===== config.mk =====
export PLATFORM = sky130hd
export DESIGN_NAME = leitor_load_aste
export DESIGN_NICKNAME = d
export VERILOG_FILES = /design/src/rtl/leitor_load_aste.sv
export SDC_FILE = /design/constraint.sdc
export NUM_CORES = 1
export LEC_CHECK = 0
export ABC_AREA = 1
export BUFFER_PORTS_ARGS = -buffer_cell sky130_fd_sc_hd__buf_2
export CAP_MARGIN = 20
export CORE_MARGIN = 1.5
export CORE_UTILIZATION = 47
export DETAILED_ROUTE_END_ITERATION = 7
export PLACE_DENSITY_LB_ADDON = 0.08
export SLEW_MARGIN = 20
export SYNTH_ARGS = -nofsm -noshare
export SYNTH_HDL_FRONTEND = slang
export SYNTH_SLANG_ARGS = --single-unit

===== constraint.sdc =====
create_clock -name clk_i -period 1.15 [get_ports clk_i]
set_input_delay 0.23 -clock clk_i [delete_from_list [all_inputs] [get_ports clk_i]]
set_output_delay 0.23 -clock clk_i [all_outputs]
set_load 0.05 [all_outputs]

===== src/rtl/leitor_load_aste.sv =====
// Sequential reader for the 16-entry asteroid-load pattern memory: sweeps all entries once per
// start pulse and offers one spawn command per occupied entry over a valid/ready handshake.
module leitor_load_aste #(
  parameter bit CLEAR_ON_READ = 1'b0
) (
  input  logic       clk_i,
  input  logic       reset_ni,
  input  logic       start_i,
  output logic       busy_o,
  output logic       done_o,
  output logic [4:0] count_o,
  output logic [3:0] mem_addr_o,
  output logic       mem_we_o,
  output logic [1:0] mem_data_o,
  input  logic [1:0] mem_q_i,
  output logic       spawn_valid_o,
  input  logic       spawn_ready_i,
  output logic [3:0] spawn_slot_o,
  output logic       spawn_kind_o
);

  typedef enum logic [2:0] {
    StIdle,
    StAddr,
    StRead,
    StOffer,
    StClear,
    StDone
  } state_e;

  state_e     state_q;
  logic [3:0] idx_q;
  logic [4:0] count_q;
  logic       busy_q;
  logic       done_q;
  logic       we_q;
  logic       valid_q;
  logic [3:0] slot_q;
  logic       kind_q;
  logic       last_idx;

  assign last_idx = (idx_q == 4'd15);

  always_ff @(posedge clk_i or negedge reset_ni) begin
    if (!reset_ni) begin
      state_q <= StIdle;
      idx_q   <= 4'd0;
      count_q <= 5'd0;
      busy_q  <= 1'b0;
      done_q  <= 1'b0;
      we_q    <= 1'b0;
      valid_q <= 1'b0;
      slot_q  <= 4'd0;
      kind_q  <= 1'b0;
    end else begin
      // done and write-enable are single-cycle pulses unless re-armed below
      done_q <= 1'b0;
      we_q   <= 1'b0;
      unique case (state_q)
        StIdle: begin
          if (start_i) begin
            idx_q   <= 4'd0;
            count_q <= 5'd0;
            busy_q  <= 1'b1;
            state_q <= StAddr;
          end
        end
        StAddr: state_q <= StRead;
        StRead: begin
          // mem_q reflects the address registered by the memory at the ADDR->READ edge
          if (mem_q_i[1]) begin
            kind_q  <= mem_q_i[0];
            slot_q  <= idx_q;
            valid_q <= 1'b1;
            state_q <= StOffer;
          end else if (last_idx) begin
            done_q  <= 1'b1;
            state_q <= StDone;
          end else begin
            idx_q   <= idx_q + 4'd1;
            state_q <= StAddr;
          end
        end
        StOffer: begin
          if (spawn_ready_i) begin
            valid_q <= 1'b0;
            count_q <= count_q + 5'd1;
            if (CLEAR_ON_READ) begin
              we_q    <= 1'b1;
              state_q <= StClear;
            end else if (last_idx) begin
              done_q  <= 1'b1;
              state_q <= StDone;
            end else begin
              idx_q   <= idx_q + 4'd1;
              state_q <= StAddr;
            end
          end
        end
        StClear: begin
          if (last_idx) begin
            done_q  <= 1'b1;
            state_q <= StDone;
          end else begin
            idx_q   <= idx_q + 4'd1;
            state_q <= StAddr;
          end
        end
        StDone: begin
          busy_q  <= 1'b0;
          state_q <= StIdle;
        end
        default: state_q <= StIdle;
      endcase
    end
  end

  assign busy_o        = busy_q;
  assign done_o        = done_q;
  assign count_o       = count_q;
  assign mem_addr_o    = idx_q;
  assign mem_we_o      = we_q;
  assign mem_data_o    = 2'b00;
  assign spawn_valid_o = valid_q;
  assign spawn_slot_o  = slot_q;
  assign spawn_kind_o  = kind_q;

endmodule

## Yosys cells after proc, flatten, opt, wreduce, memory -nomap -nowiden

Cells that the tools add are included.

| word-level totals | value |
|---|---|
| input bits | 6 |
| flip-flop bits (word level) | 20 |

| operators by class | value |
|---|---|
| add/subtract/negate cells | 2 |
| equality and inequality tests | 10 |
| muxes and demuxes | 22 |
| reduce and logical (&&, ||, !) cells | 11 |

Operator list:

| cell | number |
|---|---|
| $mux W4 | 4 |
| $pmux W4 S4 | 1 |
| $pmux W3 S5 | 1 |
| $mux W3 | 4 |
| $mux W5 | 2 |
| $pmux W5 S2 | 1 |
| $ne A2 B2 Y1 const B | 4 |
| $eq A3 B2 Y1 const B | 2 |
| $eq A3 B3 Y1 const B | 2 |
| $mux W1 | 6 |
| $reduce_and A2 Y1 | 3 |
| $reduce_and A3 Y1 | 2 |
| $reduce_bool A2 Y1 | 3 |
| $add A5 B1 Y5 const B | 1 |
| $add A4 B1 Y4 const B | 1 |
| $eq A4 B4 Y1 const B | 1 |
| $pmux W1 S2 | 2 |
| $reduce_and A4 Y1 | 1 |
| $reduce_bool A4 Y1 | 1 |
| $eq A3 B1 Y1 const B | 1 |
| $logic_not A3 Y1 | 1 |
| $pmux W1 S3 | 1 |

## Logic depth before layout (Yosys ltp)

Gate-level depths: netlist of the first run.

| logic depth | value |
|---|---|
| depth in word-level cells | 4 |
| gate-level depth with buffers | 8 |
| mapped depth without buffers | 8 |

## Worst setup path before layout of the first run

No wires, ideal clock.

| timing path | value |
|---|---|
| path type | register to register |
| start point | reg idx_q[0] (netlist: mem_addr_o[0]) |
| end point | reg idx_q[0] (netlist: mem_addr_o[0]) |
| data arrival time | 1398 ps |
| setup slack | -369 ps |
| setup time | 121 ps |
| buffers on the path | 0 |
| stages on the path, launching flop included | 7 |
| path through | dfrtp_1 ha_1 nand2_1 nor2_1 nand2_4 nand3_1 nand2_1 |

| between the ends | value |
|---|---|
| longest elaborated chain between the ends | 4 |
| elaborated cells between the ends (all ways) | 6 |
| those cells by class | add/sub (1); eq/ne (1); mux (4) |

Ends and longest elaborated chain:

| element | RTL line | source |
|---|---|---|
| start, declared | 32 | `logic [3:0] idx_q;` |
| start signal, assigned | 80 | `idx_q <= idx_q + 4'd1;` |
| start signal, assigned | 95 | `idx_q <= idx_q + 4'd1;` |
| start signal, assigned | 105 | `idx_q <= idx_q + 4'd1;` |
| $add A4 B1 Y4 or $eq A4 B4 Y1 (tied branches) | -- |  |
| $mux W4 (*) | 76, 91, 101 |  |
| $mux W4, on equally long branches | 85, 71 |  |
| $pmux W4 S4 (*) | 59 | `unique case (state_q)` |

Mark *: on every way between the ends. The rest lies on a longest branch, timed or not. The select of a mux whose other input is x is not followed.
A chain may end at the register's enable or synchronous reset.

## Worst setup path after layout of the first run

| timing path | value |
|---|---|
| start point | reg state_q[1] |
| end point | reg state_q[2] |

| between the ends | value |
|---|---|
| longest elaborated chain between the ends | 3 |
| elaborated cells between the ends (all ways) | 9 |
| those cells by class | eq/ne (6); mux (1); reduce/logical (2) |

Ends and longest elaborated chain:

| element | RTL line | source |
|---|---|---|
| start, declared | 31 | `state_e state_q;` |
| start signal, assigned | 46 | `state_q <= StIdle;` |
| start signal, assigned | 65 | `state_q <= StAddr;` |
| start signal, assigned | 68 | `StAddr: state_q <= StRead;` |
| $eq A3 B2 Y1 or $logic_not A3 Y1 (tied branches) | 59 |  |
| $ne A2 B2 Y1 (no line) | -- |  |
| $reduce_and A2 Y1 (no line) | -- |  |

Parallel ways exist; a longest one is shown, timed or not.

==> metrics, run 1 <==
Data arrival, critical path 1.55 ns; CP required 1.39 ns; utilization after layout between 80% and 90%; Final setup viols 17; Hold Slack 0.1396 ns; total track usage between 20 and 25%; CORE AREA 2191 um2; overall die width 51.16 um; FMAX 758.5 MHz; worst-case clock buffer depth 2; Mean Syn Cell Area approximately 8.3 um2; leakage power 0.0008965 uW; Rows 17; Setup crit start state_q[1]$_DFFE_PN0P_; area share of the leading cell type in the synthesized netlist 45.92%; Total Nets Final 190; H-tree depth 1; startpoint types flip-flop; cell depth of the worst hold path 3; status complete, but fails checks; hold path startpoint mem_q_i[0]; initial antenna violation count 0; clk_lat worst skew 0.31 ns; Reg2Reg Capture Point state_q[2]$_DFFE_PN0P_; CP Class reg2reg; maximum VDD drop 2266 uV; clk slew on worst S/H paths 0.12 ns; Cell Pwr Density 2608 nW/um2; die area 2617 um2; DRT iter0 DRCs 4; R2R cell count 6; Sink Count 20; min-delay worst type in2reg; final WL 2865 um; Metal-1 WL 1170 um; TritonCTS clock tree built; root buf cell clkbuf_4; total CTS buffers 3; pin count of the biggest net entering global routing 21; library cells used by synthesis 24; first-pass GRT wire length around 4300 um; die span in y 51.16 um; IO buf count 22; via count 1049; Residual DRC 0; Initial DRT Pass Iterations 4; CP Max Fanout 7; yosys synthesis warning count 0; RSZ-0062 raised after global routing yes; top cells by area, synth dfrtp_1 46%, nand2_1 14%, inv_1 5.5%; Worst Slack Setup Final -0.1685 ns; layout cells sized above 1 between 50% and 60%; Yosys top cell by area dfrtp_1; Power Total 4659 uW; GP Congestion slightly below 0.9; failing checks negative setup slack; Clock Skew 0.001759 ns; Synth Register Bits 20; post-DP HPWL about 1700 um; highest metal used met4; Final Cycle Share 114.7%; Final Non-Filler Cells 209; Final Hold Fails 0; vias in the first global route 991; placed cell count 188; Reg2Reg Setup Slack -0.17 ns; max-cap violation count 0; FF-to-FF Start state_q[1]$_DFFE_PN0P_; Vias/cell 5.019; routed wl met2 ~1600 um; DR WL/cell around 14 um; Met3 Wirelength 77 um; P&R area growth vs syn 63.95%; diode count 0; Mapped Cells 131; sequential-to-total area share from yosys stat 45.92%; Antenna Nets Post-Route 0; Starting Density ~50%; Worst setup EP type flip-flop; Ports 26; Hold Path Sink spawn_kind_o$_DFFE_PN0P_; crit path time final 1.318 ns; max-slew violations 0; GR Overflow Total 0; Filler cells between 100 and 150; synthesized area 1090 um2
## metal layers
layer | GRT usage (%) | vias up
li1 | - | 514
met1 | 25.62 | 513
met2 | 40.48 | 18
met3 | 3.509 | 4
met4 | 11.71 | 0
met5 | 0 | -
## cells by family after synthesis
| logic type | synth area share, % |
|---|---|
| other | 0.3441 |
| adders and majority gates | 2.296 |
| AOI/OAI and AO/OA | 9.988 |
| buffers and inverters | 8.955 |
| xor gates and xnor gates | 3.215 |
| and+or+nand+nor | 29.28 |
| DFF | 45.92 |
## cells in the mapped netlist
| library cell | count |
|---|---|
| a31oi_1 | 2 |
| conb_1 | 1 |
| nand2_4 | 2 |
| o21bai_1 | 4 |
| nand2_1 | 41 |
| ha_1 | 2 |
| inv_1 | 16 |
| o21ai_0 | 3 |
| nand3b_1 | 1 |
| nor2_4 | 1 |
| inv_2 | 1 |
| nand3_2 | 3 |
| buf_6 | 1 |
| nor2_2 | 1 |
| o21ai_2 | 5 |
| nand3_1 | 9 |
| nand4_1 | 1 |
| nor2_1 | 8 |
| xor2_1 | 3 |
| o211ai_1 | 1 |
| xnor2_1 | 1 |
| dfrtp_1 | 20 |
| nand2_2 | 1 |
| buf_4 | 3 |
## where the power goes
| group | switching [uW] | internal, uW | total [uW] |
|---|---|---|---|
| clock network | 241 | 353 | 594 |
| registers | 221 | 928 | 1150 |
| logic | 1770 | 1150 | 2920 |
| total | 2230 | 2430 | 4660 |
## area by class of cell
class	count	area, um2	share of cell area [%]
clock inverters	1	30.03	1.681
flip-flops and latches	20	513.0	28.71
well taps	28	35.03	1.961
clock buffers	3	22.52	1.261
repair buffers	48	450.4	25.21
inverters	17	66.31	3.711
multi-input cells	92	669.4	37.47
## worst max path at each step
stage | endpoint | slack [ns]
finish | state_q[2]$_DFFE_PN0P_ | -0.17
detailed placement | mem_addr_o[0]$_DFFE_PN0P_ | -0.17
floorplan | mem_addr_o[0]$_DFFE_PN0P_ | -0.11
global placement | mem_addr_o[1]$_DFFE_PN0P_ | -0.14
global route | mem_addr_o[0]$_DFFE_PN0P_ | -0.22
CTS | mem_addr_o[1] | -0.11
## critical path: stages, from the launching register on
cell and delay, ns:
dfrtp_2 0.48, nor2_4 0.17, nand2_2 0.09, nand2_4 0.12
nand2_8 0.09, buf_4 0.14, a31oi_1 0.15
## what timing repair did
| item | CTS | global route |
|---|---|---|
| buffers inserted | 8 | 8 |
| setup endpoints to repair | 32 | 35 |
| endpoints found under the hold margin | 20 | 0 |
| gates resized for setup | 34 | 50 |
| pin swaps | 6 | 16 |
| hold buffers | 1 | 0 |
| cloned | 0 | 0 |
## cell usage in the layout, fill, tap and decap left out
cell / synthesis / layout
bufinv_16: 0 / 1
nand2_4: 2 / 3
dfrtp_1: 20 / 10
nand4_1: 1 / 1
nor2_1: 8 / 5
nand3_1: 9 / 7
inv_1: 16 / 12
conb_1: 1 / 3
clkbuf_4: 0 / 3
nand2_2: 1 / 18
inv_2: 1 / 4
buf_2: 0 / 6
xor2_1: 3 / 3
buf_6: 1 / 20
nand3b_1: 1 / 1
nand2_1: 41 / 22
buf_8: 0 / 2
nand3_2: 3 / 2
inv_4: 0 / 1
nor2_4: 1 / 5
ha_4: 0 / 2
o21bai_1: 4 / 4
a31oi_1: 2 / 1
o21ai_2: 5 / 6
o211ai_1: 1 / 1
dlygate4sd3_1: 0 / 1
buf_12: 0 / 1
a31oi_4: 0 / 1
dfrtp_2: 0 / 10
nand3_4: 0 / 3
xnor2_1: 1 / 1
buf_4: 3 / 18
nand2_8: 0 / 1
o21ai_0: 3 / 2
## flip-flops by register name (all words and copies together), names as in the netlist
signal / cells
spawn_kind_o: 1
busy_o: 1
state_q: 3
spawn_valid_o: 1
mem_addr_o: 4
spawn_slot_o: 4
done_o: 1
count_o: 5
## metrics by stage
| stage | worst slack (ns) | area, um2 | TNS (ns) |
|---|---|---|---|
| 3_3_place_gp | -0.1359 | 1328 | -0.5977 |
| 2_1_floorplan | -0.1099 | 1136 | -0.6217 |
| 4_1_cts | -0.1148 | 1553 | -1.050 |
| 6_report | -0.1685 | 1787 | -1.393 |
| 3_5_place_dp | -0.1732 | 1328 | -1.378 |
| 5_1_grt | -0.2246 | 1787 | -2.387 |
Power figures use the tool's default switching activity.
==> run 2, diff against run 1 <==
--- a/config.mk
+++ b/config.mk
@@ -6,10 +6,10 @@
 export NUM_CORES = 1
 export LEC_CHECK = 0
 export ABC_AREA = 1
-export BUFFER_PORTS_ARGS = -buffer_cell sky130_fd_sc_hd__buf_2
+export BUFFER_PORTS_ARGS = -buffer_cell sky130_fd_sc_hd__buf_4
 export CAP_MARGIN = 20
 export CORE_MARGIN = 1.5
-export CORE_UTILIZATION = 47
+export CORE_UTILIZATION = 56
 export DETAILED_ROUTE_END_ITERATION = 7
 export PLACE_DENSITY_LB_ADDON = 0.08
 export SLEW_MARGIN = 20
==> constraint.sdc (replaced) <==
create_clock -name clk_i -period 1.6 [get_ports clk_i]
set_input_delay 0.32 -clock clk_i [delete_from_list [all_inputs] [get_ports clk_i]]
set_output_delay 0.32 -clock clk_i [all_outputs]
set_load 0.05 [all_outputs]
==> metrics, run 2 (same netlist as run 1, synthesis figures left out) <==
Initial DRT Pass Iterations 4; GR Overflow Total 0; Rows 15; CORE AREA 1783 um2; P&R area growth vs syn 22.04%; clk slew on worst S/H paths 0.12 ns; CP Max Fanout 7; Final Cycle Share 85.76%; Starting Density 61.12%; Worst setup EP type flip-flop; first-pass GRT wire length 3663 um; GR peak layer met2; crit path time final 1.372 ns; Hold Slack 0.2381 ns; max-slew violations 0; worst-case clock buffer depth 2; total CTS buffers 3; critical-path cell list nor2_1 -> nand2_1 -> nand2_2 -> nand2_4 -> a31oi_1; via count 921; die span in y between 40 and 50 um; H-tree depth 1; Cell Pwr Density 1959 nW/um2; status finished, final reports clean; TNS Setup 0 ns; startpoint types flip-flop; CP max stage delay 0.44 ns; Clock Skew roughly 0.012 ns; routing usage on met2 between 30% and 40%; Filler cells between 100 and 150; Residual DRC 0; Antenna Nets Post-Route 0; Vias/cell 5.060; Largest delay share family, worst path simple AND/OR/NAND/NOR gates; post-CTS sizing 0; area of the multi-input gates 499.2 um2; Slowest-stage cell, CP dfrtp_1; root buf cell clkbuf_4; DRT iter0 DRCs 23; CP required between 1.5 and 2 ns; CP Class reg2reg; Final Non-Filler Cells 182; R2R cell count 5; overall die width 47.12 um; initial antenna violation count 0; diode count 0; IO buf count 22; vias in the first global route ~830; Worst Path Buf+Inv 0; post-DP HPWL 1592 um; GP Congestion between 0.9 and 1; min-delay worst type in2reg; Largest register FFs 5; max-cap violation count 0; most common cell after layout, fill and taps aside nand2_1; Ports 26; Register Area ~500 um2; RSZ-0062 raised after global routing no; Final setup viols 0; DR WL/cell 11.98 um; Sink Count 20; maximum VDD drop 1106 uV; Worst path depth 5; FMAX 728.8 MHz; layout cells sized above 1 26.11%; Total Nets Final 166; pin count of the biggest net entering global routing 21; clk_lat worst skew 0.31 ns; Data arrival, critical path 1.59 ns; TritonCTS clock tree built; commonest non-fill, non-tap cells in the layout 41 x nand2_1, 23 x buf_4, 20 x dfrtp_1, 16 x inv_1, 9 x nand3_1; total track usage 24.20%; GRT met1 Usage 31.45%; die area between 2000 and 2500 um2; Final Hold Fails 0; Global Route met3 Usage 5.385%; leakage power 0.0007511 uW; final WL about 2200 um; placed cell count 177; utilization after layout 74.60%; cell depth of the worst hold path 3
[run 2: worst paths after layout]
path / end / slack, ns / startpoint
worst max-delay path: state_q[2]$_DFFE_PN0P_ / 0.23 / state_q[0]$_DFFE_PN0P_
worst min-delay path: spawn_kind_o$_DFFE_PN0P_ / 0.24 / mem_q_i[0]
worst max register to register: state_q[2]$_DFFE_PN0P_ / 0.23 / state_q[0]$_DFFE_PN0P_
worst min register to register: spawn_slot_o[0]$_DFFE_PN0P_ / 0.50 / spawn_slot_o[0]$_DFFE_PN0P_
max in group asynchronous: count_o[2]$_DFFE_PN0P_ / 0.98 / reset_ni
min in group asynchronous: mem_addr_o[3]$_DFFE_PN0P_ / 0.40 / reset_ni
[run 2: stage by stage]
stage | power [uW] | cell area, um2 | worst slack (ns)
after floorplan | 1835 | 1097 | 0.08119
after global placement | 2158 | 1267 | 0.3454
after detailed placement | 2185 | 1267 | 0.3060
after CTS | 2619 | 1330 | 0.2272
after global routing | 2793 | 1330 | 0.1447
final | 2606 | 1330 | 0.2278
[run 2: layout make-up]
class,instances,share of cell area [%]
flip-flops and latches,20,37.63
inverters,17,4.798
multi-input cells,92,37.54
clock buffers,3,1.693
clock inverters,1,2.258
repair buffers,24,13.73
well taps,25,2.352
[run 2: routing by layer]
metal  share of wire, %  wire [um]
met5                  0          0
met4                2.1         45
met3                5.5        120
met2                 49       1064
met1                 44        950
[run 2: what timing repair did]
action / CTS / global route
hold endpoints to repair: 20 / 0
hold buffers: 1 / 0
buffers inserted: 0 / 0
[run 2: power by group]
group          switching [uW]  total, uW  internal, uW
Combinational             990       1400           411
Clock                     165        419           254
Sequential                135        786           651
Total                    1290       2610          1320
[run 2: tightest hold or removal path, cell delays in order]
cell and delay [ns]:
buf_4 0.10, inv_1 0.05, o21ai_2 0.05
==> run 3, diff against run 2 <==
--- a/config.mk
+++ b/config.mk
@@ -11,7 +11,7 @@
 export CORE_MARGIN = 1.5
 export CORE_UTILIZATION = 56
 export DETAILED_ROUTE_END_ITERATION = 7
-export PLACE_DENSITY_LB_ADDON = 0.08
+export PLACE_DENSITY_LB_ADDON = 0.1
 export SLEW_MARGIN = 20
 export SYNTH_ARGS = -nofsm -noshare
 export SYNTH_HDL_FRONTEND = slang
==> metrics, run 3 (same netlist as run 1, synthesis figures left out) <==
Final setup viols 0; DRT iter0 DRCs 13; Data arrival, critical path 1.56 ns; placed cell count roughly 180; crit path time final 1.364 ns; initial antenna violation count 0; RSZ-0062 raised after global routing no; Hold Path Sink spawn_kind_o$_DFFE_PN0P_; startpoint types flip-flop; GR Overflow Total 0; design area 1314 um2; via count between 900 and 1000; Rows 15; R2R cell count 7; total CTS buffers 3; die area 2220 um2; total track usage between 20 and 25%; FF-to-FF Start mem_addr_o[0]$_DFFE_PN0P_; FMAX 733.2 MHz; clk_lat worst skew about 0.30 ns; CORE AREA around 1800 um2; worst-case clock buffer depth 2; CP required 1.80 ns; leakage power between 0.0007 and 0.0008 uW; Place WS around 0.26 ns; GR peak layer met2; CP Max Fanout 7; routing usage on met2 between 30 and 40%; Ports 26; clk slew on worst S/H paths 0.11 ns; diode count 0; status finished, final reports clean; H-tree depth 1; Final Non-Filler Cells ~180; GRT met1 Usage 30.10%; overall die width 47.12 um; layout cells sized above 1 26.11%; Total Nets Final 166; Sink Count 20; P&R area growth vs syn 20.55%; Reg2Reg Setup Slack 0.24 ns; Global Route met3 Usage 2.308%; Final Hold Fails 0; commonest non-fill, non-tap cells in the layout 41 x nand2_1, 23 x buf_4, 20 x dfrtp_1, 16 x inv_1, 9 x nand3_1; pin count of the biggest net entering global routing 21; DR WL/cell 11.91 um; Vias/cell 4.951; Initial DRT Pass Iterations 4; Placement Cell Area 1267 um2; Starting Density 61.12%; most common cell after layout, fill and taps aside nand2_1; TNS Setup 0 ns; Worst Slack Setup Final 0.2362 ns; CP Class reg2reg; Cell Pwr Density 1893 nW/um2; maximum VDD drop ~1300 uV; root buf cell clkbuf_4; Setup crit start mem_addr_o[0]$_DFFE_PN0P_; final WL 2168 um; max-slew violations 0; Final Cycle Share 85.24%; die span in y ~47 um; max-cap violation count 0; Post-CTS Setup Inserts 0; first-pass GRT wire length roughly 3400 um; post-DP HPWL 1629 um; IO buf count 22; cell depth of the worst hold path 3; GP Congestion 0.8206; Residual DRC 0; Reg2Reg Capture Point mem_addr_o[3]$_DFFE_PN0P_; hold path startpoint mem_q_i[0]; TritonCTS clock tree built; Antenna Nets Post-Route 0; Clock Skew between 0.003 and 0.004 ns; vias in the first global route ~800; Hold Slack between 0.2 and 0.3 ns; post-CTS sizing 0; min-delay worst type in2reg; Worst setup EP type flip-flop; Largest register FFs 5
==> run 3: cell type report <==
class,instances,area (um2)
flip-flops and latches,20,500.5
multi-input cells,92,499.2
fillers,136,469.2
repair buffers,24,182.7
inverters,17,63.81
clock buffers,4,36.28
well taps,25,31.28
==> run 3: per-layer routing <==
metal / wire length [um] / vias to the layer above / part of all wire [%]
met1: 1007 / 417 / 46
met5: 0 / - / 0
met4: 37 / 0 / 1.7
met2: 1052 / 21 / 49
met3: 71 / 5 / 3.3
li1: - / 458 / -
==> run 3: worst max-delay path: stages (launching register included) <==
cell,delay (ns)
dfrtp_1,0.46
ha_1,0.26
nand2_1,0.07
nor2_1,0.06
nand2_4,0.12
nand2_4,0.07
o21bai_1,0.15
nand2_1,0.07
==> run 3: per-stage QoR <==
step | util (%) | total power, uW
global route | 73.68 | 2660
finish | 73.68 | 2487
CTS | 73.68 | 2504
floorplan | - | 1835
global placement | 71.09 | 2165
detailed placement | 71.09 | 2197
==> run 3: how the worst max path moves through the flow <==
stage / to / slack, ns / cells past startpoint
final: mem_addr_o[3]$_DFFE_PN0P_ / 0.24 / 7
after global routing: mem_addr_o[3]$_DFFE_PN0P_ / 0.11 / 6
after CTS: mem_addr_o[3]$_DFFE_PN0P_ / 0.24 / 7
after detailed placement: mem_addr_o[3]$_DFFE_PN0P_ / 0.26 / 7
after global placement: mem_addr_o[0]$_DFFE_PN0P_ / 0.31 / 7
after floorplan: mem_addr_o[0]$_DFFE_PN0P_ / 0.08 / 6
==> run 3: where the power goes <==
group / total (uW) / switching [uW] / internal, uW
Sequential: 788 / 137 / 651
Clock: 293 / 154 / 139
Combinational: 1410 / 994 / 412
==> run 3: repair_timing <==
item / CTS / global route
hold endpoints to repair: 20 / 0
hold buffers: 1 / 0
endpoints found under the setup margin: 0 / 0
